===== src/rtl/hbridge_deadtime.sv =====
// H-bridge gate driver: sign-magnitude PWM to four registered gate signals, with dead time,
// safe reversal and a latched fault. Define HBRIDGE_BRAKE_EN to brake (both low sides on) when disabled.
module hbridge_deadtime #(
  parameter int unsigned CLOCK_PERIOD_NS = 20,
  parameter int unsigned DEAD_TIME_NS    = 1000
) (
  input  logic clk,
  input  logic rst_n,
  input  logic pwm_i,
  input  logic sign_i,
  input  logic enable_i,
  input  logic fault_i,
  output logic gate_ah_o,
  output logic gate_al_o,
  output logic gate_bh_o,
  output logic gate_bl_o,
  output logic busy_o,
  output logic fault_latched_o
);

  localparam int unsigned DEAD_RAW    = DEAD_TIME_NS / CLOCK_PERIOD_NS;
  localparam int unsigned DEAD_CYCLES = (DEAD_RAW < 1) ? 1 : DEAD_RAW;
  localparam int unsigned CNT_W       = $clog2(DEAD_CYCLES + 1);

  localparam logic [CNT_W-1:0] CNT_DEAD = CNT_W'(DEAD_CYCLES);
  localparam logic [CNT_W-1:0] CNT_ONE  = CNT_W'(1);
`ifdef HBRIDGE_BRAKE_EN
  localparam logic [CNT_W-1:0] OFF_LOAD = CNT_DEAD;
`else
  localparam logic [CNT_W-1:0] OFF_LOAD = '0;
`endif

  typedef enum logic [2:0] {
    ST_OFF,
    ST_ARM,
    ST_RUN,
    ST_DIRSW,
    ST_FAULT
  } state_e;

  state_e           state_q, state_d;
  logic [CNT_W-1:0] cnt_q, cnt_d;
  logic             pwm_q, sign_q, en_q, fault_q;
  logic             pwm_prev_q, sign_prev_q;
  logic             gate_ah_q, gate_al_q, gate_bh_q, gate_bl_q;
  logic             gate_ah_d, gate_al_d, gate_bh_d, gate_bl_d;
  logic             busy_q, busy_d;
  logic             flt_q, flt_d;
  logic             brake_d;
  logic             pwm_edge, sign_edge, leg_on;

  assign pwm_edge  = pwm_q ^ pwm_prev_q;
  assign sign_edge = sign_q ^ sign_prev_q;
  assign leg_on    = (cnt_d == '0);

  // State register, input registers and registered outputs.
  // NOTE: sequential state uses non-blocking assignments so every flop samples pre-edge values.
  always_ff @(posedge clk or negedge rst_n) begin
    if (!rst_n) begin
      state_q     <= ST_OFF;
      cnt_q       <= '0;
      pwm_q       <= 1'b0;
      sign_q      <= 1'b0;
      en_q        <= 1'b0;
      fault_q     <= 1'b0;
      pwm_prev_q  <= 1'b0;
      sign_prev_q <= 1'b0;
      gate_ah_q   <= 1'b0;
      gate_al_q   <= 1'b0;
      gate_bh_q   <= 1'b0;
      gate_bl_q   <= 1'b0;
      busy_q      <= 1'b0;
      flt_q       <= 1'b0;
    end else begin
      state_q     <= state_d;
      cnt_q       <= cnt_d;
      pwm_q       <= pwm_i;
      sign_q      <= sign_i;
      en_q        <= enable_i;
      fault_q     <= fault_i;
      pwm_prev_q  <= pwm_q;
      sign_prev_q <= sign_q;
      gate_ah_q   <= gate_ah_d;
      gate_al_q   <= gate_al_d;
      gate_bh_q   <= gate_bh_d;
      gate_bl_q   <= gate_bl_d;
      busy_q      <= busy_d;
      flt_q       <= flt_d;
    end
  end

  // Next state and counter. Priority: fault, enable low, sign change, PWM edge.
  // NOTE: every variable gets a default at the top of a combinational block so no latch is inferred.
  always_comb begin
    state_d = state_q;
    cnt_d   = cnt_q;
    brake_d = 1'b0;
    if (fault_q) begin
      state_d = ST_FAULT;
      cnt_d   = '0;
    end else begin
      case (state_q)
        ST_FAULT: begin
          if (!en_q) begin
            state_d = ST_OFF;
            cnt_d   = OFF_LOAD;
          end
        end
        ST_OFF: begin
          if (en_q) begin
            state_d = ST_ARM;
            cnt_d   = CNT_DEAD;
          end else begin
`ifdef HBRIDGE_BRAKE_EN
            // Counter 0 while not braking only happens straight out of reset.
            if (gate_al_q && gate_bl_q) begin
              brake_d = 1'b1;
              cnt_d   = '0;
            end else if (cnt_q == CNT_ONE || (cnt_q == '0 && DEAD_CYCLES == 1)) begin
              brake_d = 1'b1;
              cnt_d   = '0;
            end else if (cnt_q == '0) begin
              cnt_d = CNT_DEAD - CNT_ONE;
            end else begin
              cnt_d = cnt_q - CNT_ONE;
            end
`else
            cnt_d = '0;
`endif
          end
        end
        default: begin
          if (!en_q) begin
            state_d = ST_OFF;
            cnt_d   = OFF_LOAD;
          end else if (sign_edge) begin
            state_d = ST_DIRSW;
            cnt_d   = CNT_DEAD;
          end else if (state_q == ST_RUN) begin
            if (pwm_edge) begin
              cnt_d = CNT_DEAD;
            end else if (cnt_q != '0) begin
              cnt_d = cnt_q - CNT_ONE;
            end
          end else if (cnt_q <= CNT_ONE) begin
            state_d = ST_RUN;
            cnt_d   = '0;
          end else begin
            cnt_d = cnt_q - CNT_ONE;
          end
        end
      endcase
    end
  end

  // Gate values for the coming cycle, derived from the next state so they register with it.
  always_comb begin
    gate_ah_d = 1'b0;
    gate_al_d = 1'b0;
    gate_bh_d = 1'b0;
    gate_bl_d = 1'b0;
    busy_d    = 1'b0;
    flt_d     = 1'b0;
    case (state_d)
      ST_FAULT: flt_d = 1'b1;
      ST_OFF: begin
        gate_al_d = brake_d;
        gate_bl_d = brake_d;
      end
      ST_ARM, ST_DIRSW: busy_d = 1'b1;
      ST_RUN: begin
        busy_d = ~leg_on;
        if (!sign_q) begin
          gate_ah_d = leg_on & pwm_q;
          gate_al_d = leg_on & ~pwm_q;
          gate_bl_d = 1'b1;
        end else begin
          gate_bh_d = leg_on & pwm_q;
          gate_bl_d = leg_on & ~pwm_q;
          gate_al_d = 1'b1;
        end
      end
      default: ;
    endcase
  end

  assign gate_ah_o       = gate_ah_q;
  assign gate_al_o       = gate_al_q;
  assign gate_bh_o       = gate_bh_q;
  assign gate_bl_o       = gate_bl_q;
  assign busy_o          = busy_q;
  assign fault_latched_o = flt_q;

endmodule


===== config.mk =====
export PLATFORM = sky130hd
export DESIGN_NAME = hbridge_deadtime
export DESIGN_NICKNAME = d
export VERILOG_FILES = /design/src/rtl/hbridge_deadtime.sv
export SDC_FILE = /design/constraint.sdc
export NUM_CORES = 1
export LEC_CHECK = 0
export ABC_AREA = 1
export BUFFER_PORTS_ARGS = -buffer_cell sky130_fd_sc_hd__buf_2
export CAP_MARGIN = 20
export CORE_MARGIN = 3
export CORE_UTILIZATION = 57
export CTS_CLUSTER_SIZE = 10
export DETAILED_ROUTE_END_ITERATION = 10
export PLACE_DENSITY = 0.78
export SYNTH_ARGS = -nofsm -noshare
export SYNTH_HDL_FRONTEND = slang
export SYNTH_SLANG_ARGS = --single-unit
export TNS_END_PERCENT = 100

===== constraint.sdc =====
create_clock -name clk -period 2.1 [get_ports clk]
set_input_delay 0.42 -clock clk [delete_from_list [all_inputs] [get_ports clk]]
set_output_delay 0.42 -clock clk [all_outputs]
set_load 0.005 [all_outputs]

Word level (Yosys, flattened, before mapping) --
Cells that the tools add are included.
Storage, ports and cells: bits in registers 21
Operators by class: add/subtract/negate cells 1, magnitude comparators 1, equal/unequal tests 6, multiplexer cells 28, bitwise logic cells 6, reduce and logical (&&, ||, !) cells 4
Operator list (count):
- 2-to-1 mux 6 bit | 9
- 2-to-1 mux 3 bit | 7
- one-hot mux 6 bit (2 select lines) | 1
- equality test 3 x 2 -> 1 bit, second input constant | 3
- 2-to-1 mux 1 bit | 9
- equality test 3 bit, second input constant | 2
- <= comparator 6 x 1 -> 1 bit, second input constant | 1
- zero test 6 bit | 1
- one-hot mux 3 bit (2 select lines) | 1
- nonzero test 6 bit | 1
- subtractor 6 x 1 -> 6 bit, second input constant | 1
- equality test 3 x 1 -> 1 bit, second input constant | 1
- zero test 3 bit | 1
- AND 1 bit | 2
- NOT 1 bit | 2
- one-hot mux 1 bit (2 select lines) | 1
- OR reduction 2 bit | 1
- bitwise XOR 1 bit | 2

Longest topological paths before layout --
Gate-level depths: netlist of run 1.
depth in word-level cells 12, depth in mapped cells 15, mapped depth without buffers 15

Worst setup path before layout of run 1 --
OpenSTA, ideal clock, no wires.
kind register to register, start register cnt_q[0], end register busy_q (netlist: busy_o), setup time 116 ps, data arrival time 1554 ps, path slack 430 ps, cell stages (with the launch flop) 16, clock period less this slack 1670 ps, path through dfrtp_1 > inv_1 > ha_1 > inv_1 > nand2_1 > nand3_2 > nand2_2 > nand2_2 > nand2_1 > nand2_1 > nand2_2 > nand2_2 > nor2_4 > nand3_1 > nand2_1 > nand2_1
Between the ends: cells in the longest elaborated chain, start to end 11, elaborated cells on any way between the ends 25, classes of those cells add/sub (1); order compare (1); eq/ne (3); mux (16); bitwise (1); reduce/logical (3)
RTL lines:
- start, declared | RTL line 42 | logic [CNT_W-1:0] cnt_q, cnt_d;
- start signal, assigned | RTL line 76 | cnt_q <= cnt_d;
- subtractor 6 x 1 -> 6 bit or nonzero test 6 bit (tied branches) | RTL line 143, 149, 142
- 2-to-1 mux 6 bit | RTL line 142 | end else if (cnt_q != '0) begin
- 2-to-1 mux 6 bit | RTL line 140 | if (pwm_edge) begin
- 2-to-1 mux 6 bit | RTL line 139 | end else if (state_q == ST_RUN) begin
- 2-to-1 mux 6 bit | RTL line 136 | end else if (sign_edge) begin
- 2-to-1 mux 6 bit | RTL line 133 | if (!en_q) begin
- one-hot mux 6 bit (2 select lines) | RTL line 102 | case (state_q)
- 2-to-1 mux 6 bit | RTL line 98 | if (fault_q) begin
- zero test 6 bit | RTL line 54 | assign leg_on = (cnt_d == '0);
- NOT 1 bit | RTL line 172 | busy_d = ~leg_on;
- one-hot mux 1 bit (2 select lines) * | RTL line 164 | case (state_d)
- named net busy_d | RTL line 47 | logic busy_q, busy_d;
- end signal, assigned | RTL line 87 | busy_q <= busy_d;
- end, declared | RTL line 47
Mark *: on every way through the listed nets, which the timed path passes. The rest lies on a longest branch.

Worst setup path in the final report of run 1 --
start register cnt_q[1], end register gate_ah_q (netlist: gate_ah_o)
Between the ends: cells in the longest elaborated chain, start to end 12, elaborated cells on any way between the ends 23, classes of those cells add/sub (1); order compare (1); eq/ne (1); mux (17); bitwise (1); reduce/logical (2)
RTL lines:
- subtractor 6 x 1 -> 6 bit or nonzero test 6 bit (tied branches) | RTL line 143, 149, 142
- 2-to-1 mux 6 bit | RTL line 142
- 2-to-1 mux 6 bit | RTL line 140
- 2-to-1 mux 6 bit | RTL line 139
- 2-to-1 mux 6 bit | RTL line 136
- 2-to-1 mux 6 bit | RTL line 133
- one-hot mux 6 bit (2 select lines) | RTL line 102
- 2-to-1 mux 6 bit | RTL line 98
- zero test 6 bit | RTL line 54
- AND 1 bit | RTL line 174 | gate_ah_d = leg_on & pwm_q;
- 2-to-1 mux 1 bit | RTL line 173 | if (!sign_q) begin
- 2-to-1 mux 1 bit * | RTL line 164
- named net gate_ah_d | RTL line 46 | logic gate_ah_d, gate_al_d, gate_bh_d, gate_bl_d;
- end signal, assigned | RTL line 83 | gate_ah_q <= gate_ah_d;
- end, declared | RTL line 45 | logic gate_ah_q, gate_al_q, gate_bh_q, gate_bl_q;
Marks and branches as above.

==> tab_implementation.tex, run 1 <==
\begin{tabular}{lr}
\hline
Metric & Value \\
\hline
\multicolumn{2}{l}{\textbf{Outcome}} \\
\quad Result of the run & completed \\
\multicolumn{2}{l}{\textbf{Timing}} \\
\quad Worst clock skew & 0.00275 ns \\
\quad RSZ-0062 raised after global routing & false \\
\quad Worst path setup slack after routing & roughly 0.24 ns \\
\quad Number of endpoints failing setup at the final stage & 0 \\
\quad Total Neg Setup Slack & 0 ns \\
\quad Worst max-slew margin expressed relative to the limit & between 60\% and 70\% \\
\quad Timing-limited maximum frequency & 538 MHz \\
\quad Minimum period implied by the final worst setup slack & $\sim$1.9 ns \\
\quad Final count of pins violating max slew & 0 \\
\quad Final hold violation count & 0 \\
\quad Portion of the clock cycle consumed by the worst path in the final layout & between 80\% and 90\% \\
\quad Transition time at the pin with the least slew margin & between 0.4 and 0.5 ns \\
\multicolumn{2}{l}{\textbf{Global routing}} \\
\quad Via count of the first global-routing pass & 917 \\
\quad Number of antenna violations at the first check in global routing & 0 \\
\quad Global-route usage over all layers & 20.3\% \\
\quad Maximum number of pins on one net before global-route repair & 22 \\
\quad Grt ovf & 0 \\
\quad First-pass GRT wire length & between 3000 and 4000 microns \\
\multicolumn{2}{l}{\textbf{Pwr}} \\
\quad Static Leakage & just under 0.8 nW \\
\quad Maximum vdd ir drop & $\sim$0.52 mV \\
\quad Power per cell area & 583 nW/um\^{}2 \\
\multicolumn{2}{l}{\textbf{Critical path}} \\
\quad Top delay family on crit path & simple AND/OR/NAND/NOR gates \\
\quad Source of the worst register-to-register timing path & cnt\_q[1] \\
\quad Startpoint type of the worst setup path & flop \\
\quad Maximum fanout count along the critical path & 5 \\
\quad Cell with the largest stage delay on the worst path & sky130\_fd\_sc\_hd\_\_dfrtp\_1 \\
\quad Capture point of the worst reg-to-reg path & gate\_ah\_o \\
\quad Cells on worst reg2reg path & 14 \\
\quad Worst EP arrival & approximately 2.1 ns \\
\quad Data required time at the worst endpoint & 2.33 ns \\
\quad Internal reg-to-reg setup slack & approximately 0.24 ns \\
\quad Ordered cell list for the critical path & inv\_1 > ha\_1 > inv\_1 > nand2\_1 > nand3\_2 > nand2\_2 > nand2\_2 > nand2\_1 > nand2\_1 > nand2\_2 > nand2\_2 > nor2\_4 > nand4\_1 > nor2\_1 \\
\quad Total buffers and inverters traversed by the critical path & 2 \\
\quad Launching instance or port of the critical path & cnt\_q[1] \\
\quad Critical path type & flop to flop \\
\quad Kind of capture point of the worst setup path & flop \\
\quad Critical path destination & gate\_ah\_o \\
\quad Levels on crit path & 14 \\
\quad Worst path max stage delay & approximately 0.44 ns \\
\quad Library cell appearing most often on the critical path & sky130\_fd\_sc\_hd\_\_nand2\_2 \\
\multicolumn{2}{l}{\textbf{Final layout}} \\
\quad Number of diodes added for antenna fixing & 0 \\
\quad Area growth from synthesis to final layout & 11.6\% \\
\quad Proportion of layout cells with a drive suffix above 1 & 20.8\% \\
\quad Nets & 183 \\
\multicolumn{2}{l}{\textbf{Logic synthesis}} \\
\quad Part of the Yosys area used for sequential elements & approximately 45\% \\
\quad Count of different cell masters after synthesis & 19 \\
\quad Net Count, Synth & between 150 and 200 \\
\quad Fraction of synthesized cell area taken by the top area cell type & $\sim$45\% \\
\quad Mapped Area & between 1000 and 1500 sq um \\
\quad Most instantiated cells after synthesis & sky130\_fd\_sc\_hd\_\_nand2\_1, sky130\_fd\_sc\_hd\_\_inv\_1, sky130\_fd\_sc\_hd\_\_dfrtp\_1, sky130\_fd\_sc\_hd\_\_nor2\_1, sky130\_fd\_sc\_hd\_\_nand3\_1 \\
\quad Number of instances in the synthesized netlist & $\sim$160 \\
\quad Cell with the most instances after synthesis & sky130\_fd\_sc\_hd\_\_nand2\_1 \\
\quad Count of flip-flops with a built-in enable after synthesis & 0 \\
\quad Cell taking the most area after synthesis & sky130\_fd\_sc\_hd\_\_dfrtp\_1 \\
\quad Avg Cell Area, Syn & between 7 and 8 sq um \\
\quad Count of state elements after synthesis & 21 \\
\quad Async set-or-reset flop fraction in the synthesized netlist & 100\% \\
\quad Most frequently used flop master after synthesis & sky130\_fd\_sc\_hd\_\_dfrtp\_1 \\
\quad Biggest area contributors in the synthesized netlist & sky130\_fd\_sc\_hd\_\_dfrtp\_1, sky130\_fd\_sc\_hd\_\_nand2\_1, sky130\_fd\_sc\_hd\_\_inv\_1, sky130\_fd\_sc\_hd\_\_nor2\_1, sky130\_fd\_sc\_hd\_\_nand3\_1 \\
\quad Number of warnings issued by yosys & 0 \\
\multicolumn{2}{l}{\textbf{Floorplan}} \\
\quad Die X & approximately 51 microns \\
\quad Core box area & 1840 sq um \\
\quad Die footprint & between 2000 and 3000 sq um \\
\quad Die extent in y & approximately 50 microns \\
\quad Effective utilization at floorplan & 63.6\% \\
\quad IO Pins & 12 \\
\quad Cell row count & 15 \\
\multicolumn{2}{l}{\textbf{Place}} \\
\quad HPWL after detailed placement & $\sim$1800 microns \\
\quad Setup Slack @ Placement & 0.192 ns \\
\quad Number of buffers inserted by port buffering & 11 \\
\quad Final weighted congestion in routability-driven placement & 0.933 \\
\multicolumn{2}{l}{\textbf{Clock network}} \\
\quad TritonCTS sink count & 21 \\
\quad Depth of the CTS H-tree & 1 \\
\quad Clock insertion delay at the later pin of the skew report & 0.30 ns \\
\quad Clock tree from TritonCTS & built \\
\quad CTS clock-pin slew for the worst setup and hold paths & approximately 0.10 ns \\
\quad Max Buffers Root-to-Sink & 2 \\
\quad Cell at the root of the clock tree & sky130\_fd\_sc\_hd\_\_clkbuf\_4 \\
\quad CTS buffer count & 3 \\
\multicolumn{2}{l}{\textbf{Routing}} \\
\quad Violation count after the first detailed-routing iteration & 21 \\
\quad Number of remaining DRC errors & 0 \\
\quad Via count of the routed design & $\sim$1,000 \\
\quad Average via count per standard cell & 5.04 \\
\quad Number of detailed-route iterations in the first pass & 4 \\
\quad DRT antenna net count & 0 \\
\quad Detailed-route wire length per cell & 11.7 microns \\
\quad Sum of routed wire length over all layers & about 2300 microns \\
\multicolumn{2}{l}{\textbf{Run}} \\
\quad Max-capacitance violation count & 0 \\
\multicolumn{2}{l}{\textbf{Hold path}} \\
\quad Type of the worst min-delay path & input port to asynchronous set/reset pin \\
\hline
\end{tabular}
placed cells by master (no fill, tap or decap):
master | netlist | routed
sky130_fd_sc_hd__a21oi_1 | 3 | 3
sky130_fd_sc_hd__nand4_1 | 4 | 4
sky130_fd_sc_hd__nand3_1 | 10 | 10
sky130_fd_sc_hd__a31oi_1 | 1 | 1
sky130_fd_sc_hd__a21oi_2 | 2 | 2
sky130_fd_sc_hd__xor2_1 | 1 | 1
sky130_fd_sc_hd__buf_4 | 0 | 3
sky130_fd_sc_hd__nand2_1 | 48 | 48
sky130_fd_sc_hd__inv_1 | 25 | 24
sky130_fd_sc_hd__a21o_1 | 1 | 1
sky130_fd_sc_hd__o21bai_2 | 1 | 1
sky130_fd_sc_hd__nand3_2 | 2 | 2
sky130_fd_sc_hd__clkbuf_1 | 0 | 1
sky130_fd_sc_hd__inv_2 | 2 | 3
sky130_fd_sc_hd__nor2_2 | 2 | 2
sky130_fd_sc_hd__clkbuf_4 | 0 | 3
sky130_fd_sc_hd__nor2_4 | 3 | 3
sky130_fd_sc_hd__buf_2 | 0 | 11
sky130_fd_sc_hd__dfrtp_1 | 21 | 21
sky130_fd_sc_hd__nand2_2 | 6 | 6
sky130_fd_sc_hd__o21ai_0 | 4 | 4
sky130_fd_sc_hd__nor2_1 | 16 | 16
sky130_fd_sc_hd__ha_1 | 3 | 3
cell type report:
class	count	area, sq um
multi-input combinational	107	543
fill	177	534
sequential	21	526
inverter	27	101
timing repair buffer	14	77.6
tap	25	31.3
clock buffer	4	26.3
sequential cells by signal (all words and copies together), names as in the netlist:
| signal | count |
|---|---|
| cnt_q | 6 |
| state_q | 3 |
| busy_o | 1 |
| en_q | 1 |
| fault_latched_o | 1 |
| fault_q | 1 |
| gate_ah_o | 1 |
| gate_al_o | 1 |
| gate_bh_o | 1 |
| gate_bl_o | 1 |
| pwm_prev_q | 1 |
| pwm_q | 1 |
| sign_prev_q | 1 |
| sign_q | 1 |
metal layers:
layer / routed length, microns / vias to the layer above / global-route usage (%) / part of all wire, %
met4: 46 / 0 / 9.17 / 2.0
met5: 0 / - / 0 / 0
met2: 1130 / 27 / 36.1 / 49
li1: - / 510 / - / -
met3: 88 / 5 / 1.75 / 3.8
met1: 1040 / 456 / 24.8 / 45
worst min-delay path by stage:
stage / startpoint / to / slack, ns / cells past startpoint
5_1_grt: rst_n / state_q[0] / 0.08 / 1
4_1_cts: rst_n / state_q[0] / 0.07 / 1
3_5_place_dp: rst_n / cnt_q[5] / 0.40 / 1
2_1_floorplan: rst_n / busy_o / 0.12 / 0
3_3_place_gp: rst_n / cnt_q[5] / 0.39 / 1
6_report: rst_n / state_q[0] / 0.06 / 1
report_power, final:
group          switching (mW)  internal, mW  total [mW]
combinational          0.0896        0.0470       0.137
clock                   0.111        0.0740       0.185
sequential             0.0187         0.420       0.439
total                   0.219         0.541       0.760
cell families (layout without fill, tap and decap cells):
kind of cell / Yosys count / count (layout) / share of synthesized area, %
compound gates: 12 / 12 / 6.63
xor+xnor: 1 / 1 / 0.749
fa+ha+maj: 3 / 3 / 3.21
buf+inv: 27 / 45 / 8.66
flops: 21 / 21 / 44.9
simple gates: 91 / 91 / 35.8
through the flow:
step                      util [%]  area, sq um  instances  hold slack, ns  power, mW
after floorplan                  -         1170        155           0.124      0.542
after global placement        68.3         1260        191           0.394      0.578
after detailed placement      68.3         1260        191           0.403      0.583
after CTS                     69.7         1280        195          0.0666      0.766
after global routing          71.0         1310        198          0.0819      0.808
final                         71.0         1310        198          0.0569      0.760
what timing repair did:
action / CTS / global route
gates resized for setup: 0 / 1
hold buffers: 0 / 0
endpoints found under the setup margin: 0 / 5
setup buffers: 0 / 3
worst register-to-register path, delay by kind of cell, from the launching register on:
kind                     cells  cell delay (ns)
buffers and inverters        2             0.20
adder cells (fa/ha/maj)      1             0.20
flip-flops                   1             0.44
AND/OR/NAND/NOR             11             0.97
Power figures use the tool's default switching activity.
==> run 2: changes to the inputs <==
--- a/config.mk
+++ b/config.mk
@@ -6,7 +6,7 @@
 export NUM_CORES = 1
 export LEC_CHECK = 0
 export ABC_AREA = 1
-export BUFFER_PORTS_ARGS = -buffer_cell sky130_fd_sc_hd__buf_2
+export BUFFER_PORTS_ARGS = -buffer_cell sky130_fd_sc_hd__clkbuf_2
 export CAP_MARGIN = 20
 export CORE_MARGIN = 3
 export CORE_UTILIZATION = 57
==> tab_implementation.tex, run 2 (synthesized netlist as in run 1, its figures left out) <==
\begin{tabular}{lr}
\hline
Metric & Value \\
\hline
\multicolumn{2}{l}{\textbf{Critical path}} \\
\quad Startpoint type of the worst setup path & flop \\
\quad Cell with the largest stage delay on the worst path & sky130\_fd\_sc\_hd\_\_dfrtp\_1 \\
\quad Worst path max stage delay & 0.44 ns (about the same) \\
\quad Critical path type & flop to flop \\
\quad Kind of capture point of the worst setup path & flop \\
\quad Worst EP arrival & 2.04 ns (-0.05 ns) \\
\quad Maximum fanout count along the critical path & 5 (unchanged) \\
\quad Ordered cell list for the critical path & inv\_1 > ha\_1 > inv\_1 > nand2\_1 > nand3\_2 > nand2\_2 > nand2\_2 > nand2\_1 > nand2\_1 > nand2\_2 > nand2\_2 > nor2\_4 > nand3\_1 > nand2\_1 > nand2\_1 \\
\quad Total buffers and inverters traversed by the critical path & 2 (unchanged) \\
\quad Library cell appearing most often on the critical path & sky130\_fd\_sc\_hd\_\_nand2\_1 \\
\quad Data required time at the worst endpoint & 2.30 ns (-0.03 ns) \\
\quad Top delay family on crit path & simple AND/OR/NAND/NOR gates \\
\multicolumn{2}{l}{\textbf{Final layout}} \\
\quad Commonest cells after routing, fill and taps aside & sky130\_fd\_sc\_hd\_\_nand2\_1, sky130\_fd\_sc\_hd\_\_inv\_1, sky130\_fd\_sc\_hd\_\_dfrtp\_1 \\
\quad Proportion of layout cells with a drive suffix above 1 & 19.4\% (-1.4 points) \\
\quad Final design area excluding fillers & 1280 sq um (-1.7\%) \\
\quad Register with the most flip-flops & cnt\_q \\
\quad Largest register FFs & 6 (unchanged) \\
\quad Nets & 180 (-1.6\%) \\
\quad Post-layout instance count excluding filler cells & 195 (-1.5\%) \\
\quad Area growth from synthesis to final layout & 9.63\% \\
\quad Largest regs & cnt\_q (6), state\_q (3) \\
\quad Number of diodes added for antenna fixing & 0 (unchanged) \\
\quad Most common cell after layout, fill and taps aside & sky130\_fd\_sc\_hd\_\_nand2\_1 \\
\multicolumn{2}{l}{\textbf{Routing}} \\
\quad Sum of routed wire length over all layers & 2290 microns (-0.65\%) \\
\quad Violation count after the first detailed-routing iteration & 31 (+48\%) \\
\quad Detailed-route wire length per cell & 11.8 microns (+0.88\%) \\
\quad Via count of the routed design & 1,004 (+0.60\%) \\
\quad Average via count per standard cell & 5.15 (+2.1\%) \\
\quad DRT antenna net count & 0 (unchanged) \\
\quad Number of remaining DRC errors & 0 (unchanged) \\
\quad Number of detailed-route iterations in the first pass & 4 (unchanged) \\
\multicolumn{2}{l}{\textbf{Global routing}} \\
\quad Via count of the first global-routing pass & 948 (+3.4\%) \\
\quad Grt ovf & 0 (unchanged) \\
\quad First-pass GRT wire length & 4270 microns (+8.8\%) \\
\quad Met2 track demand over resource in global routing & 36.9\% (+0.86 points) \\
\quad Global routing met3 resource utilization & 3.50\% (+1.7 points) \\
\quad Maximum number of pins on one net before global-route repair & 22 (unchanged) \\
\quad Number of antenna violations at the first check in global routing & 0 (unchanged) \\
\quad Global-route usage over all layers & 21.6\% (+1.3 points) \\
\quad Fraction of met1 tracks used by global routing & 28.1\% (+3.3 points) \\
\quad Busiest layer in global routing & met2 \\
\multicolumn{2}{l}{\textbf{Timing}} \\
\quad Final count of pins violating max slew & 0 (unchanged) \\
\quad Number of endpoints failing setup at the final stage & 0 (unchanged) \\
\quad RSZ-0062 raised after global routing & false \\
\quad Worst clock skew & 0.00458 ns (+0.00182 ns) \\
\quad Worst hold slack across all endpoints & 0.0738 ns (+0.0169 ns) \\
\quad Transition time at the pin with the least slew margin & 0.510 ns (+0.0456 ns) \\
\quad Worst max-slew margin expressed relative to the limit & 66.0\% (-3.0 points) \\
\quad Total Neg Setup Slack & 0 ns (unchanged) \\
\quad Minimum period implied by the final worst setup slack & 1.84 ns (-0.0198 ns) \\
\quad Timing-limited maximum frequency & 544 MHz (+1.1\%) \\
\quad Worst path setup slack after routing & 0.262 ns (+0.0198 ns) \\
\quad Final hold violation count & 0 (unchanged) \\
\quad Portion of the clock cycle consumed by the worst path in the final layout & 87.5\% (-0.94 points) \\
\multicolumn{2}{l}{\textbf{Clock network}} \\
\quad Setup Fix Bufs, Post-CTS & 0 (unchanged) \\
\quad CTS buffer count & 3 (unchanged) \\
\quad TritonCTS sink count & 21 (unchanged) \\
\quad CTS clock-pin slew for the worst setup and hold paths & 0.11 ns (about the same) \\
\quad Depth of the CTS H-tree & 1 (unchanged) \\
\quad Clock tree from TritonCTS & built \\
\quad Cell at the root of the clock tree & sky130\_fd\_sc\_hd\_\_clkbuf\_4 \\
\quad Max Buffers Root-to-Sink & 2 (unchanged) \\
\quad Clock insertion delay at the later pin of the skew report & 0.30 ns (about the same) \\
\multicolumn{2}{l}{\textbf{Place}} \\
\quad Cells after DPL & 191 (unchanged) \\
\quad HPWL after detailed placement & 1870 microns (+2.4\%) \\
\quad Number of buffers inserted by port buffering & 11 (unchanged) \\
\quad Placed inst area & 1260 sq um (unchanged) \\
\quad Setup Slack @ Placement & 0.228 ns (+0.0361 ns) \\
\quad Final weighted congestion in routability-driven placement & 0.932 (about the same) \\
\multicolumn{2}{l}{\textbf{Floorplan}} \\
\quad IO Pins & 12 (unchanged) \\
\quad Core box area & 1840 sq um (unchanged) \\
\quad Die footprint & 2630 sq um (unchanged) \\
\quad Die extent in y & 51.3 microns (unchanged) \\
\quad Cell row count & 15 (unchanged) \\
\quad Die X & 51.3 microns (unchanged) \\
\quad Effective utilization at floorplan & 63.6\% (unchanged) \\
\multicolumn{2}{l}{\textbf{Run}} \\
\quad Max-capacitance violation count & 0 (unchanged) \\
\multicolumn{2}{l}{\textbf{Outcome}} \\
\quad Result of the run & completed \\
\multicolumn{2}{l}{\textbf{Hold path}} \\
\quad Type of the worst min-delay path & input port to asynchronous set/reset pin \\
\multicolumn{2}{l}{\textbf{Pwr}} \\
\quad Static Leakage & 0.768 nW (-2.0\%) \\
\quad Maximum vdd ir drop & 0.373 mV (-28\%) \\
\quad Power per cell area & 594 nW/um\^{}2 (+1.9\%) \\
\hline
\end{tabular}
[run 2: changes by cell type in the layout (fill, tap and decap cells not counted), sizes merged]
cell / change
clkbuf: +11
buf: -14
[run 2: repair_timing]
| item | 4_1_cts | 5_1_grt |
|---|---|---|
| resized for setup | 0 | 1 |
| hold buffers | 0 | 0 |
| endpoints found under the setup margin | 0 | 4 |
[run 2: worst register-to-register path, stage by stage (launching register included)]
cell,delay (ns)
sky130_fd_sc_hd__dfrtp_1,0.44
sky130_fd_sc_hd__inv_1,0.13
sky130_fd_sc_hd__ha_1,0.19
sky130_fd_sc_hd__inv_1,0.07
sky130_fd_sc_hd__nand2_1,0.08
sky130_fd_sc_hd__nand3_2,0.11
sky130_fd_sc_hd__nand2_2,0.10
sky130_fd_sc_hd__nand2_2,0.07
sky130_fd_sc_hd__nand2_1,0.06
sky130_fd_sc_hd__nand2_1,0.06
sky130_fd_sc_hd__nand2_2,0.07
sky130_fd_sc_hd__nand2_2,0.07
sky130_fd_sc_hd__nor2_4,0.11
sky130_fd_sc_hd__nand3_1,0.10
sky130_fd_sc_hd__nand2_1,0.07
sky130_fd_sc_hd__nand2_1,0.04
[run 2: stage by stage]
step	power (mW)	util, %
4_1_cts	0.769	69.7
3_5_place_dp	0.583	68.3
6_report	0.762	69.7
2_1_floorplan	0.542	-
3_3_place_gp	0.579	68.3
5_1_grt	0.816	69.7
[run 2: path summary, 6_finish.rpt]
kind | startpoint | to | slack (ns) | depth (start not counted)
max | cnt_q[1] | busy_o | 0.26 | 15
min | rst_n | gate_ah_o | 0.07 | 1
max reg2reg | cnt_q[1] | busy_o | 0.26 | 15
min reg2reg | sign_q | sign_prev_q | 0.45 | 0
max in group asynchronous | rst_n | sign_q | 1.69 | 1
min in group clk | fault_i | fault_q | 0.22 | 1
[run 2: area by class of cell]
cell class	instances	area, sq um
clock buffer	4	26.3
fill	176	557
sequential	21	526
tap	25	31.3
multi-input combinational	107	543
inverter	27	101
timing repair buffer	11	55.1
[run 2: power breakdown]
group          leakage [nW]  switching (mW)  internal (mW)
clock                0.0150           0.111         0.0740
combinational         0.482          0.0907         0.0465
sequential            0.271          0.0188          0.420
total                 0.768           0.221          0.541
[run 2: per-layer routing]
| layer | vias to the layer above | wire (microns) |
|---|---|---|
| met4 | 0 | 24 |
| met2 | 25 | 1120 |
| met3 | 4 | 116 |
| met5 | - | 0 |
| met1 | 466 | 1030 |
| li1 | 509 | - |
